## config.mk

```make
export PLATFORM = sky130hd
export DESIGN_NAME = mult_nxn_iter
export DESIGN_NICKNAME = d
export VERILOG_FILES = /design/src/rtl/mult_nxn_iter.sv
export SDC_FILE = /design/constraint.sdc
export NUM_CORES = 1
export LEC_CHECK = 0
export CAP_MARGIN = 20
export CORE_UTILIZATION = 40
export CTS_BUF_LIST = sky130_fd_sc_hd__clkbuf_16
export DETAILED_ROUTE_END_ITERATION = 12
export GPL_ROUTABILITY_DRIVEN = 0
export HOLD_SLACK_MARGIN = 0.12
export PLACE_DENSITY = 0.7
export SYNTH_ARGS = -nofsm -noshare
export SYNTH_HDL_FRONTEND = slang
export SYNTH_SLANG_ARGS = --single-unit
export TNS_END_PERCENT = 10
```

## constraint.sdc

```tcl
create_clock -name clk -period 8.7 [get_ports clk]
set_clock_uncertainty 0.2 [all_clocks]
set_input_delay 1.305 -clock clk [delete_from_list [all_inputs] [get_ports clk]]
set_output_delay 1.305 -clock clk [all_outputs]
set_load 0.02 [all_outputs]
```

## src/rtl/mult_nxn_iter.sv

```systemverilog
// Iterative WIDTHxWIDTH multiplier: one nonzero digit pair per cycle through a single
// shared DIGITxDIGIT multiplier, with sign/magnitude handling for two's-complement operands.
module mult_nxn_iter #(
    parameter int WIDTH = 32,
    parameter int DIGIT = 8
) (
    input  logic                 clk,
    input  logic                 reset,
    input  logic                 start,
    input  logic                 signed_mode,
    input  logic [WIDTH-1:0]     a,
    input  logic [WIDTH-1:0]     b,
    output logic                 busy,
    output logic                 done,
    output logic [2*WIDTH-1:0]   product
);
    localparam int ND = WIDTH / DIGIT;
    localparam int NP = ND * ND;
    localparam int JW = (ND > 1) ? $clog2(ND) : 1;

    typedef enum logic [1:0] {IDLE, CALC, FIX} state_t;

    state_t            state, state_next;
    logic [WIDTH-1:0]  mag_a, mag_b;
    logic              neg;
    logic [NP-1:0]     consumed;
    logic [NP-1:0]     valid, pending, sel_mask;
    logic [JW-1:0]     sel_i, sel_j;
    logic              last;
    logic [DIGIT-1:0]  da [ND];
    logic [DIGIT-1:0]  db [ND];
    logic [2*DIGIT-1:0] digit_prod;
    logic [2*WIDTH-1:0] term;

    // Pair index is j*ND+i, so the lowest set bit is the next pair in j-major order.
    for (genvar gi = 0; gi < ND; gi++) begin : g_digit
        assign da[gi] = mag_a[gi*DIGIT +: DIGIT];
        assign db[gi] = mag_b[gi*DIGIT +: DIGIT];
        for (genvar gj = 0; gj < ND; gj++) begin : g_pair
            assign valid[gj*ND+gi] = (|da[gi]) && (|db[gj]);
        end
    end

    assign pending = valid & ~consumed;

    always_comb begin
        sel_i    = '0;
        sel_j    = '0;
        sel_mask = '0;
        for (int j = ND - 1; j >= 0; j--) begin
            for (int i = ND - 1; i >= 0; i--) begin
                if (pending[j*ND+i]) begin
                    sel_i    = JW'(i);
                    sel_j    = JW'(j);
                    sel_mask = NP'(1) << (j*ND+i);
                end
            end
        end
    end

    assign last       = ((pending & ~sel_mask) == '0);
    assign digit_prod = da[sel_i] * db[sel_j];
    assign term       = (2*WIDTH)'(digit_prod) << (DIGIT * (int'(sel_i) + int'(sel_j)));
    assign busy       = (state != IDLE);

    always_ff @(posedge clk or posedge reset) begin
        if (reset) state <= IDLE;
        else       state <= state_next;
    end

    always_comb begin
        state_next = state;
        case (state)
            IDLE:    if (start) state_next = CALC;
            CALC:    if (last)  state_next = FIX;
            FIX:     state_next = IDLE;
            default: state_next = IDLE;
        endcase
    end

    always_ff @(posedge clk or posedge reset) begin
        if (reset) begin
            mag_a    <= '0;
            mag_b    <= '0;
            neg      <= 1'b0;
            consumed <= '0;
            product  <= '0;
            done     <= 1'b0;
        end else begin
            done <= (state == FIX);
            case (state)
                IDLE: begin
                    if (start) begin
                        // Negating the most negative value yields its own bit pattern,
                        // which is exactly the unsigned magnitude 2^(WIDTH-1).
                        mag_a    <= (signed_mode && a[WIDTH-1]) ? -a : a;
                        mag_b    <= (signed_mode && b[WIDTH-1]) ? -b : b;
                        neg      <= signed_mode & (a[WIDTH-1] ^ b[WIDTH-1]);
                        consumed <= '0;
                        product  <= '0;
                    end
                end
                CALC: begin
                    if (|pending) begin
                        product  <= product + term;
                        consumed <= consumed | sel_mask;
                    end
                end
                FIX: begin
                    if (neg) product <= -product;
                end
                default: ;
            endcase
        end
    end
endmodule

```

* After elaboration in Yosys (flattened, before gate mapping)
Cells that the tools add are included.
W data, S select, Z words.
** Operators by class
- Multiply operators :: 1
- Add/subtract/negate cells :: 5
- Shifts and indexed selects :: 1
- Eq/ne operators :: 6
- Order comparisons :: 2
- Muxes and demuxes :: 65
- Reduce and logical (&&, ||, !) cells :: 36
- Bitwise operators :: 9
** Operators by type and width (number)
- $mux W16 :: 18
- $mux W64 :: 3
- $pmux W64 S3 :: 1
- $mux W2 :: 33
- $add A64 B64 Y64 :: 1
- $mux W32 :: 2
- $neg A32 Y32 :: 2
- $neg A64 Y64 :: 1
- $reduce_or A8 Y1 :: 8
- $shl A16 B6 Y64 :: 1
- $and A16 B16 Y16 :: 2
- $bmux W8 S2 :: 2
- $mux W8 :: 4
- $not A16 Y16 :: 2
- $pmux W16 S2 :: 1
- $logic_and A1 B1 Y1 :: 18
- $logic_not A16 Y1 :: 1
- $mul A8 B8 Y16 :: 1
- $or A16 B16 Y16 :: 1
- $reduce_or A16 Y1 :: 1
- $ne A2 B2 Y1 const B :: 4
- $ge A3 B3 Y1 const B :: 2
- $not A2 Y3 :: 2
- $pmux W2 S2 :: 1
- other kinds (11) :: 13
** Storage, ports and cells
- Register bits after elaboration :: 148
- Word-level logic and storage cells :: 132

* Logic depth before layout (Yosys ltp)
Gate-level depths: netlist of run 1.
- Word-level depth :: 28
- Gate-level depth with buffers :: 43
- Mapped depth without buffers :: 39

* Least setup slack after synthesis of run 1
No wires, ideal clock.
- Path kind :: reg-to-reg
- From :: register mag_b[8]
- To :: register product[63]
- Path slack :: -0.695 ns
- Clock period less this slack :: 9.395 ns
- Path buffers :: 3
- Data arrival time :: 9.054 ns
- Data required time :: 8.359 ns
- Stages on the path, launching flop included :: 42
- Cells stage by stage :: dfrtp_1 -> or4_1 -> nor2_4 -> or3_4 -> o2111ai_1 -> a31oi_1 -> o21ai_1 -> a21o_1 -> buf_6 -> buf_6 -> mux2i_1 -> mux2_2 -> or2_1 -> fa_1 -> fa_1 -> inv_1 -> fa_1 -> inv_1 -> [6 not listed] -> or2_2 -> nor2b_1 -> a21oi_1 -> xor2_1 -> mux2_2 -> nor2_1 -> ha_1 -> clkbuf_1 -> and4_1 -> nand4_1 -> a31oi_1 -> a211oi_1 -> o311ai_1 -> or3_1 -> a21o_1 -> a211o_1 -> xnor2_1 -> o221ai_1
** On the way
- Longest elaborated chain between the ends :: 20
- Elaborated cells between the ends (all ways) :: 39
** RTL lines
- start, declared :: line 24 : logic [WIDTH-1:0] mag_a, mag_b;
- start signal, assigned :: line 97 : mag_b <= (signed_mode && b[WIDTH-1]) ? -b : b;
- $reduce_or A8 Y1 :: line 40 : assign valid[gj*ND+gi] = (|da[gi]) && (|db[gj]);
- $logic_and A1 B1 Y1 :: line 40
- $and A16 B16 Y16 :: line 44 : assign pending = valid & ~consumed;
- $mux W2 (8 in a row) :: line 52 : if (pending[j*ND+i]) begin
- $not A2 Y3 (not written as such) :: line 62 : assign digit_prod = da[sel_i] * db[sel_j];
- $bmux W8 S2 :: line 62
- $mux W8 (not written as such) (2 in a row) :: line 62
- $mul A8 B8 Y16 :: line 62
- $shl A16 B6 Y64 :: line 63 : assign term = (2*WIDTH)'(digit_prod) << (DIGIT * (int'(sel_i) + int'(sel_j)));
- $add A64 B64 Y64 :: line 105 : product <= product + term;
- $mux W64 :: line 104 : if (|pending) begin
- $pmux W64 S3 :: line 91 : case (state)
- end signal, assigned :: line 105
- end signal, assigned :: line 110 : if (neg) product <= -product;
- end, declared :: line 15 : output logic [2*WIDTH-1:0] product
Parallel ways exist; a longest one is shown, timed or not. The select of a mux whose other input is x is not followed.
A chain may end at the register's enable or synchronous reset.

* Worst setup path in the final report of run 1
- From :: register mag_b[14]
- To :: register product[63]
The elaborated chain is that of the path after synthesis.

==> results.txt, run 1 <==
The floorplan step set the die height to 202 um. The number of slew-limit violations in the final report came to 0. The area growth from synthesis to layout is 41.2%. The critical path launch point type is a register. The part of the Yosys area used for sequential elements came out at 0.231. The share of synthesized area in the top cell type comes to 0.231. The number of enable-type register cells in the synthesized netlist is 0. The largest fanout on the critical path came out at 8. The checks that failed: negative setup slack.

The H-tree was split into 4 levels. Summing all non-filler instances in the final layout gives an area of about 23000 um^2. A synthesized cell averages 7.72 um^2. CTS placed an instance of clkbuf_16 at the clock tree root. In the synthesized netlist, the cells that appear most often are nor2_1 (235), nand2_1 (211), o21ai_0 (196). The total of buffers placed on input and output ports came out at about 130. The number of maximum-capacitance violations is 0.

The proportion of synthesized flip-flops having asynchronous set or reset is 1.00. Static timing analysis puts the maximum clock frequency at ~110 MHz. The initial antenna violation count came out at 0. The largest buffer count on any clock path came out at 2. Buffers inserted to repair hold after CTS numbered 0. Counting every net in the synthesized netlist gives around 2300.

The post-CTS clock slew at the launch and capture registers of the worst setup and hold paths is ~0.080 ns. The number of antenna-violating nets in the routed design is 0. The cell area after technology mapping came out at roughly 16000 um^2. The total clock buffers created by CTS is 17. The initial utilization of the core area, before any placement, comes to 0.410. Of the cells placed in the final design, the portion with a size suffix greater than 1 is 0.270. The maximum number of pins on one net before global-route repair is roughly 110. Summed over all instances, the cell type with the most area after synthesis is dfrtp_1.

The setup total negative slack came out at -19.55 ns. The fraction of the cycle the final worst path needs is 1.09. The TritonCTS clock tree is yes.

The clock net sink count is 148. The most repeated library cell on the critical path is fa_1. The detailed-route DRC error count came out at 0. The setup-violating endpoint count in the final report is 48. The count of fill cells added during filler insertion came out at around 3400. The actual slew at the worst max-slew pin came out at 1.10 ns. The number of core rows came out at 72. The area after detailed placement is between 20000 and 25000 um^2. The delay of the slowest cell on the worst path came out at ~0.6 ns. The largest individual stage delay along the critical path comes from the cell or4_4. Clock latency on the worst-skew pair, taken at its later pin, is approximately 0.47 ns. The total area inside the core boundary comes to slightly below 40000 um^2. In the routed layout, each cell is associated on average with a via count of ~5.9. For this block, the via count after detailed routing is around 18000.

The required time at the endpoint of the critical path is ~8.8 ns. The overall routing resource usage is 0.277. STA classifies the critical path endpoint as a register. Setup slack on the critical path of the routed design comes to -0.759 ns. The detailed router finished its first iteration with around 1600 violations. The time the final worst path needs with I/O delays and setup is 9.46 ns.

The total count of hold-check failures in the final report came out at 0. The floorplan step defined a die boundary enclosing between 40000 and 50000 um^2. The number of placed instances with taps included is approximately 3000. In the final layout, the multi-input gates occupy approximately 12000 um^2. The count of synthesis-stage warnings from yosys came out at 0. The top-level I/O count came out at approximately 130. The half-perimeter wire length of the detailed placement result came out at 43.8 mm. The run finished, with violations left. For this run the aggregate overflow at the end of global routing stands at 0. Yosys attributes the largest share of cell area to dfrtp_1 (23%), ha_1 (8.4%), o21ai_0 (6.1%), nor2_1 (5.5%), nand2_1 (4.9%).

After the flow finishes, the layout carries non-filler instances totaling between 3000 and 4000. Measured against its own limit, the worst slew margin works out to 0.267. For this run, the detailed router's first-pass iteration total came to 5. Setup repair after global routing could not meet its margin everywhere. Summed over all layers, the routed wires come to about 60 mm. The die span in x is 202 um. After the last flow step, the layout net total stands at roughly 2800.

By instance count, the leading cell after synthesis is nor2_1. The via count of the first global-routing pass is 18010. The pre-CTS setup slack is -0.800 ns. The distinct cell type count of the synthesized netlist is around 90.

The worst hold path belongs to the class reg2reg. The first global-routing pass estimated approximately 90 mm of wire. The repair_antennas step left the layout with diodes totalling 0.

Dividing the detail-routed wire length by the instance count gives between 15 and 20 um. The gate count of the mapped netlist came out at about 2100. The area occupied by registers is about 3700 um^2. Synthesis inferred 148 register bits. The data arrival time of the worst path is 9.58 ns. The worst setup path is of the reg2reg kind. For this run, the leading register cell type out of synthesis is dfrtp_1.
## worst max-delay path: cells and delay by family (launching register included)
| family | cells | cell delay (ns) |
|---|---|---|
| flops | 1 | 0.38 |
| fa+ha+maj | 6 | 2.53 |
| compound gates | 15 | 2.53 |
| buf+inv | 6 | 0.57 |
| simple gates | 10 | 2.37 |
| xor+xnor | 2 | 0.27 |
| mux | 2 | 0.47 |
## sequential cells by signal, indices dropped and copies added (netlist names)
signal,cells
product,64
mag_a,32
mag_b,32
consumed,16
state,2
done,1
neg,1
## logic make-up after synthesis
logic type / after synthesis / share of synthesized area
compound gates: 611 / 0.240
fa+ha+maj: 147 / 0.132
mux: 47 / 0.0311
buf+inv: 210 / 0.0543
flops: 148 / 0.231
simple gates: 777 / 0.236
xor+xnor: 136 / 0.0743
## layer usage
layer,vias up,share of wire,track usage
li1,8498,-,-
met1,8708,0.40,0.344
met2,871,0.47,0.462
met3,209,0.073,0.0418
met4,0,0.054,0.146
met5,-,0,0
## cells in the final DEF (no fill, tap or decap), drive strengths merged, types with 28 or more instances in the layout
cell,count
fa,38
or3,29
a21o,39
nor3,82
inv,126
xor2,56
ha,108
clkdlybuf4s50,133
nand3,34
nand2,211
or2,28
nand4,30
o21ai,218
a21oi,139
mux2i,31
nor4,33
buf,452
nor2,237
dfrtp,148
xnor2,80
## repair_timing
| item | in CTS | in global routing |
|---|---|---|
| endpoints found under the setup margin | 49 | 53 |
| buffers inserted | 21 | 22 |
| gates cloned | 1 | 0 |
| hold endpoints to repair | 0 | 0 |
| pin swaps | 41 | 81 |
| resized for setup | 80 | 127 |
## final timing paths
path	startpoint	endpoint	slack (ns)	depth (start not counted)
worst min register to register	neg	neg	0.28	2
worst min-delay path	neg	neg	0.28	2
worst max register to register	mag_b[14]	product[63]	-0.76	41
max in group asynchronous	reset	product[52]	6.10	4
min in group asynchronous	reset	consumed[3]	1.12	2
worst max-delay path	mag_b[14]	product[63]	-0.76	41
## stage by stage
stage | hold WS (ns) | util
global placement | 0.257 | 0.532
global route | 0.321 | 0.579
floorplan | 0.240 | -
detailed placement | 0.267 | 0.532
finish | 0.284 | 0.579
CTS | 0.284 | 0.560
## final cells by class
| cell class | count | area share |
|---|---|---|
| clock buffers | 17 | 0.0188 |
| clock inverters | 14 | 0.00730 |
| inverters | 118 | 0.0198 |
| multi-input cells | 1718 | 0.550 |
| flip-flops and latches | 148 | 0.164 |
| well taps | 518 | 0.0286 |
| repair buffers | 585 | 0.212 |
Power of run 1 is left out: the tool's default activity adds up to more than one toggle a clock period on the data nets, which glitch-free logic cannot reach.
==> run 2: changes to the inputs <==
--- a/config.mk
+++ b/config.mk
@@ -6,12 +6,13 @@
 export NUM_CORES = 1
 export LEC_CHECK = 0
 export CAP_MARGIN = 20
-export CORE_UTILIZATION = 40
+export CORE_UTILIZATION = 32
 export CTS_BUF_LIST = sky130_fd_sc_hd__clkbuf_16
 export DETAILED_ROUTE_END_ITERATION = 12
 export GPL_ROUTABILITY_DRIVEN = 0
 export HOLD_SLACK_MARGIN = 0.12
-export PLACE_DENSITY = 0.7
+export PLACE_DENSITY = 0.6
+export REMOVE_ABC_BUFFERS = 1
 export SYNTH_ARGS = -nofsm -noshare
 export SYNTH_HDL_FRONTEND = slang
 export SYNTH_SLANG_ARGS = --single-unit
==> results.txt, run 2 (synthesis results as in run 1) <==
The endpoint kind of the worst setup timing path is a register. The final reports fail on negative setup slack. The number of maximum-capacitance violations came out at 0 (unchanged). The total via count after detailed routing is 17811 (-2.6%). The delay of the slowest cell on the worst path is 0.59 ns (about the same). The final worst setup slack is -0.456 ns (+0.303 ns). The number of antenna-violating nets in the routed design came out at 0 (unchanged). The initial antenna violation count is 0 (unchanged). The root buffer cell chosen for the clock tree is clkbuf_16.

Setup repair after global routing could not meet its margin everywhere. The data arrival time of the worst path is 9.30 ns (-0.28 ns). The clock insertion delay at the later pin of the skew report came out at 0.48 ns (about the same). The routed wire length came out at 59.4 mm (+1.7%).

The maximum clock frequency came to 109 MHz (+3.3%). The required time at the endpoint of the critical path is 8.85 ns (+0.03 ns). The detailed-route DRC error count was 0 (unchanged). The routed wire length per instance came out at 18.1 um (-3.3%). The largest buffer count on any clock path came out at 2 (unchanged). The time the final worst path needs with I/O delays and setup is 9.16 ns (-0.303 ns). Counting stages on the worst path, the most repeated cell is fa_1. The number of antenna diodes came to 0 (unchanged). The via count of the first global-routing pass came out at 17577 (-2.4%). The flow ran to the end, but the final reports show violations.

The flip-flop count of the largest register, all copies and words added came out at 64 (unchanged). The remaining global-route overflow came to 0 (unchanged). The height of the die is 226 um (+12%). The total of buffers placed on input and output ports came out at 133 (unchanged). The worst setup path is launched from a register. The filler-free cell count of the finished design is 3279 (+5.2%). The effective utilization at floorplan came out at 0.326 (-0.0839). The detail-routed via count per cell came out at 5.43 (-7.4%). The total clock buffers created by CTS was 17 (unchanged). The largest fanout on the critical path came out at 6 (-2). The pre-CTS setup slack is -1.28 ns (-0.478 ns). The maximum number of pins on one net before global-route repair is 126 (+12%). The standard cell with the maximum stage delay on the critical path is or4_4.

The clock net sink count came out at 148 (unchanged). The library cell used most frequently in the layout, excluding fill and tap cells, is buf_4. The number of design-rule violations left by the first detailed-router iteration came out at 1235 (-23%). The top-level I/O count is 134 (unchanged). The fraction of the cycle the final worst path needs came out at 1.05 (-0.0348). The category of the critical setup timing path is reg2reg. The actual slew at the worst max-slew pin came out at 1.07 ns (-0.0327 ns).

The number of slew-limit violations in the final report came to 0 (unchanged). The worst hold path belongs to the class reg2reg. The half-perimeter wire length of the detailed placement result is 45.5 mm (+3.9%).

TritonCTS built the clock tree. In the layout the commonest cells are buf_4 (440), nor2_1 (206), nand2_1 (206), o21ai_0 (163), dfrtp_1 (148). The worst slew margin relative to its limit came out at 0.289 (+0.0218). The relative area change from synthesis to final layout came out at 45.9%. The setup-violating endpoint count in the final report came out at 40 (-17%). The worst slack on hold paths is 0.274 ns (-0.00968 ns). The number of placed instances with taps included came out at 3195 (+5.0%). The die span in x is 226 um (+12%).

The number of core rows is 81 (+13%). The H-tree depth is 4 (unchanged). The number of optimization iterations in the first detailed-route pass is 7 (+2). The overall routing resource usage was 0.231 (-0.0457). The wire length of the first global-routing pass came out at 93.3 mm (+1.8%).

The total count of hold-check failures in the final report is 0 (unchanged). The placeable core area is 49200 um^2 (+26%). The layout net count is 2816 (+0.50%).

The total die area is 51000 um^2 (+25%). The post-CTS clock slew at the launch and capture registers of the worst setup and hold paths is 0.07 ns (about the same). More flip-flops sit in one register than any other, and that register is product. The share of post-route cells with drive strength above 1 was 0.294 (+0.0241).

The setup total negative slack is -9.48 ns (+10.07 ns). The largest registers in the layout are product (64), mag_a (32), mag_b (32).
## run 2: cell types whose count changed in the layout (fill, tap and decap cells not counted), sizes merged
cell    change
buf        +14
clkinv      +2
inv         -2
bufinv      +1
## run 2: what timing repair did
item / in CTS / in global routing
setup endpoints to repair: 51 / 51
resized for setup: 231 / 91
pin swaps: 116 / 51
buffers inserted: 47 / 7
cloned: 0 / 0
hold buffers: 0 / 0
## run 2: critical path, delay by kind of cell, from the launching register on
family,cells,cell delay (ns)
buf+inv,8,0.91
simple gates,8,1.63
mux,3,0.72
xor+xnor,2,0.26
flops,1,0.38
fa+ha+maj,6,2.17
compound gates,15,2.77
## run 2: worst paths after layout
path | from | to | slack (ns) | cells past startpoint
max in group asynchronous | reset | mag_b[17] | 5.81 | 3
setup reg to reg | mag_b[13] | product[63] | -0.46 | 42
hold / removal | neg | neg | 0.27 | 2
setup / recovery | mag_b[13] | product[63] | -0.46 | 42
min in group asynchronous | reset | done | 1.14 | 2
hold reg to reg | neg | neg | 0.27 | 2
## run 2: routing by layer
metal,vias up,wire [um],global-route usage
li1,8518,-,-
met1,8514,24700,0.279
met2,610,29100,0.405
met3,169,3090,0.0325
met4,0,2570,0.105
met5,-,0,0
## run 2: per-stage QoR
step | area (um^2) | util
global route | 23400 | 0.476
detailed placement | 20900 | 0.426
finish | 23400 | 0.476
global placement | 20900 | 0.426
floorplan | 15600 | -
CTS | 22900 | 0.466
## run 2: cell type report
| cell class | instances | area, um^2 |
|---|---|---|
| clock inverter | 15 | 178 |
| sequential | 148 | 3700 |
| tap | 664 | 831 |
| clock buffer | 17 | 425 |
| fill | 4727 | 25800 |
| timing repair buffer | 599 | 4980 |
| multi-input combinational | 1718 | 12800 |
| inverter | 118 | 448 |
Power of run 2 is left out for the same reason.
==> run 3: changes to the inputs <==
--- a/config.mk
+++ b/config.mk
@@ -11,7 +11,7 @@
 export DETAILED_ROUTE_END_ITERATION = 12
 export GPL_ROUTABILITY_DRIVEN = 0
 export HOLD_SLACK_MARGIN = 0.12
-export PLACE_DENSITY = 0.6
+export PLACE_DENSITY = 0.58
 export REMOVE_ABC_BUFFERS = 1
 export SYNTH_ARGS = -nofsm -noshare
 export SYNTH_HDL_FRONTEND = slang
==> constraint.sdc (replaced) <==
create_clock -name clk -period 9.85 [get_ports clk]
set_clock_uncertainty 0.2 [all_clocks]
set_input_delay 1.4775 -clock clk [delete_from_list [all_inputs] [get_ports clk]]
set_output_delay 1.4775 -clock clk [all_outputs]
set_load 0.02 [all_outputs]
==> results.txt, run 3 (synthesis results as in run 1) <==
The required time at the endpoint of the critical path is 10.00 ns (+1.15 ns). The flip-flop count of the largest register, all copies and words added is 64 (unchanged). The time the final worst path needs with I/O delays and setup came to 9.56 ns (+0.407 ns). The class of the tightest hold or removal check is reg2reg. The total via count after detailed routing was 16890 (-5.2%). The maximum number of pins on one net before global-route repair came out at 110 (-13%).

Setup repair after global routing could not meet its margin everywhere. The delay of the slowest cell on the worst path came to 0.54 ns (-0.05 ns). The worst setup path is captured at a register.

The routed wire length per instance came out at 18.7 um (+2.9%). The total die area is 51000 um^2 (unchanged). The relative area change from synthesis to final layout is 27.3%.

The register with the most flip-flops in the final layout is product. The detailed-route DRC error count is 0 (unchanged). The post-CTS clock slew at the launch and capture registers of the worst setup and hold paths is 0.07 ns (about the same).

The via count of the first global-routing pass came out at 16273 (-7.4%). The placeable core area came out at 49200 um^2 (unchanged). The effective utilization at floorplan is 0.326 (unchanged). The number of maximum-capacitance violations was 0 (unchanged).

The flow ran to the end, and the final reports show no timing, DRC or antenna violations. The total clock buffers created by CTS was 17 (unchanged). The number of slew-limit violations in the final report came out at 0 (unchanged). The remaining global-route overflow came out at 0 (unchanged). The category of cells accounting for the largest share of critical-path delay is compound AO/OA/AOI/OAI gates.

The number of antenna diodes was 0 (unchanged). The total number of cells along the worst setup path was 43 (+2.4%). The setup-violating endpoint count in the final report is 0 (-100%).

The number of optimization iterations in the first detailed-route pass was 7 (unchanged). The routed wire length came out at 56.8 mm (-4.5%). The count of buffer and inverter cells on the critical path came out at 9 (+1).

The clock insertion delay at the later pin of the skew report is 0.50 ns (+0.02 ns). The setup total negative slack is 0 ns (+9.48 ns). The worst hold path depth is 2 (unchanged).

The worst slew margin relative to its limit came out at 0.275 (-0.0136). The actual slew at the worst max-slew pin is 1.09 ns (+0.0204 ns). The category of the critical setup timing path is reg2reg.

The largest fanout on the critical path is 10 (+4). The library cells used most frequently in the layout, excluding fill and tap cells, are nor2_1 (232), buf_4 (228), nand2_1 (209), o21ai_0 (189), dfrtp_1 (148). The largest registers in the layout are product (64), mag_a (32), mag_b (32).

The largest buffer count on any clock path came out at 2 (unchanged). The number of core rows came out at 81 (unchanged). By instance count, the cell type seen most on the critical path is buf_4. On the critical path, the stage with the largest delay is an instance of fa_1. The final worst setup slack is 0.287 ns (+0.743 ns). The root buffer selected by CTS is clkbuf_16.

The fraction of the cycle the final worst path needs came out at 0.971 (-0.0815). The half-perimeter wire length of the detailed placement result is 44.4 mm (-2.4%). The total count of hold-check failures in the final report is 0 (unchanged). The detail-routed via count per cell is 5.55 (+2.1%).

The data arrival time of the worst path came out at 9.71 ns (+0.41 ns). The top-level I/O count came out at 134 (unchanged). The share of post-route cells with drive strength above 1 came out at 0.163 (-0.131). The maximum clock frequency is 105 MHz (-4.3%). The overall routing resource usage came to 0.224 (-0.00747). The initial antenna violation count is 0 (unchanged).

The pre-CTS setup slack came to -0.111 ns (+1.17 ns). The number of design-rule violations left by the first detailed-router iteration was 1369 (+11%). The height of the die came out at 226 um (unchanged). TritonCTS built the clock tree. The cell count of the worst reg-to-reg path was 43 (+2.4%). The critical path launch point type is a register. The wire length of the first global-routing pass came out at 89.2 mm (-4.3%).

The clock net sink count was 148 (unchanged). The H-tree depth was 4 (unchanged). Leaving out fill and tap cells, the most frequent cell in the layout is nor2_1. The worst slack on hold paths is 0.304 ns (+0.0297 ns). The number of antenna-violating nets in the routed design came to 0 (unchanged). The die span in x came out at 226 um (unchanged). The layout net count is 2581 (-8.3%).

The total of buffers placed on input and output ports is 133 (unchanged).
==> run 3: worst paths after layout <==
check	slack, ns	end	start
max	0.29	product[63]	mag_a[22]
min	0.30	neg	neg
max reg2reg	0.29	product[63]	mag_a[22]
min reg2reg	0.30	neg	neg
max in group asynchronous	6.79	mag_b[8]	reset
min in group asynchronous	1.36	done	reset
==> run 3: worst register-to-register path: cells and delay by family (launching register included) <==
kind,cells,cell delay (ns)
compound gates,16,2.89
fa+ha+maj,6,2.41
buf+inv,9,1.08
xor+xnor,2,0.30
simple gates,8,1.74
mux,2,0.42
flops,1,0.40
==> run 3: layout make-up <==
cell class	count	area, um^2
fill	4948	28700
multi-input combinational	1718	11800
sequential	148	3700
timing repair buffer	364	3080
tap	664	831
inverter	118	448
clock buffer	17	425
clock inverter	15	159
==> run 3: metal layers <==
layer | wire [um] | vias to the layer above | track usage
met3 | 3140 | 128 | 0.0327
met2 | 26800 | 651 | 0.378
met5 | 0 | - | 0
met4 | 2310 | 0 | 0.0963
li1 | - | 8068 | -
met1 | 24500 | 8043 | 0.282
==> run 3: timing repair <==
item | in CTS | in global routing
cloned | 0 | 0
setup endpoints to repair | 17 | 44
gates resized for setup | 4 | 67
setup buffers | 0 | 11
hold buffers | 0 | 0
pin swaps | 0 | 30
==> run 3: per-stage QoR <==
| step | cell area, um^2 | std cells | utilization |
|---|---|---|---|
| detailed placement | 19400 | 3000 | 0.395 |
| finish | 20400 | 3044 | 0.415 |
| floorplan | 15600 | 1984 | - |
| CTS | 20000 | 3032 | 0.408 |
| global placement | 19400 | 3000 | 0.395 |
| global route | 20400 | 3044 | 0.415 |
Power of run 3 is left out for the same reason.
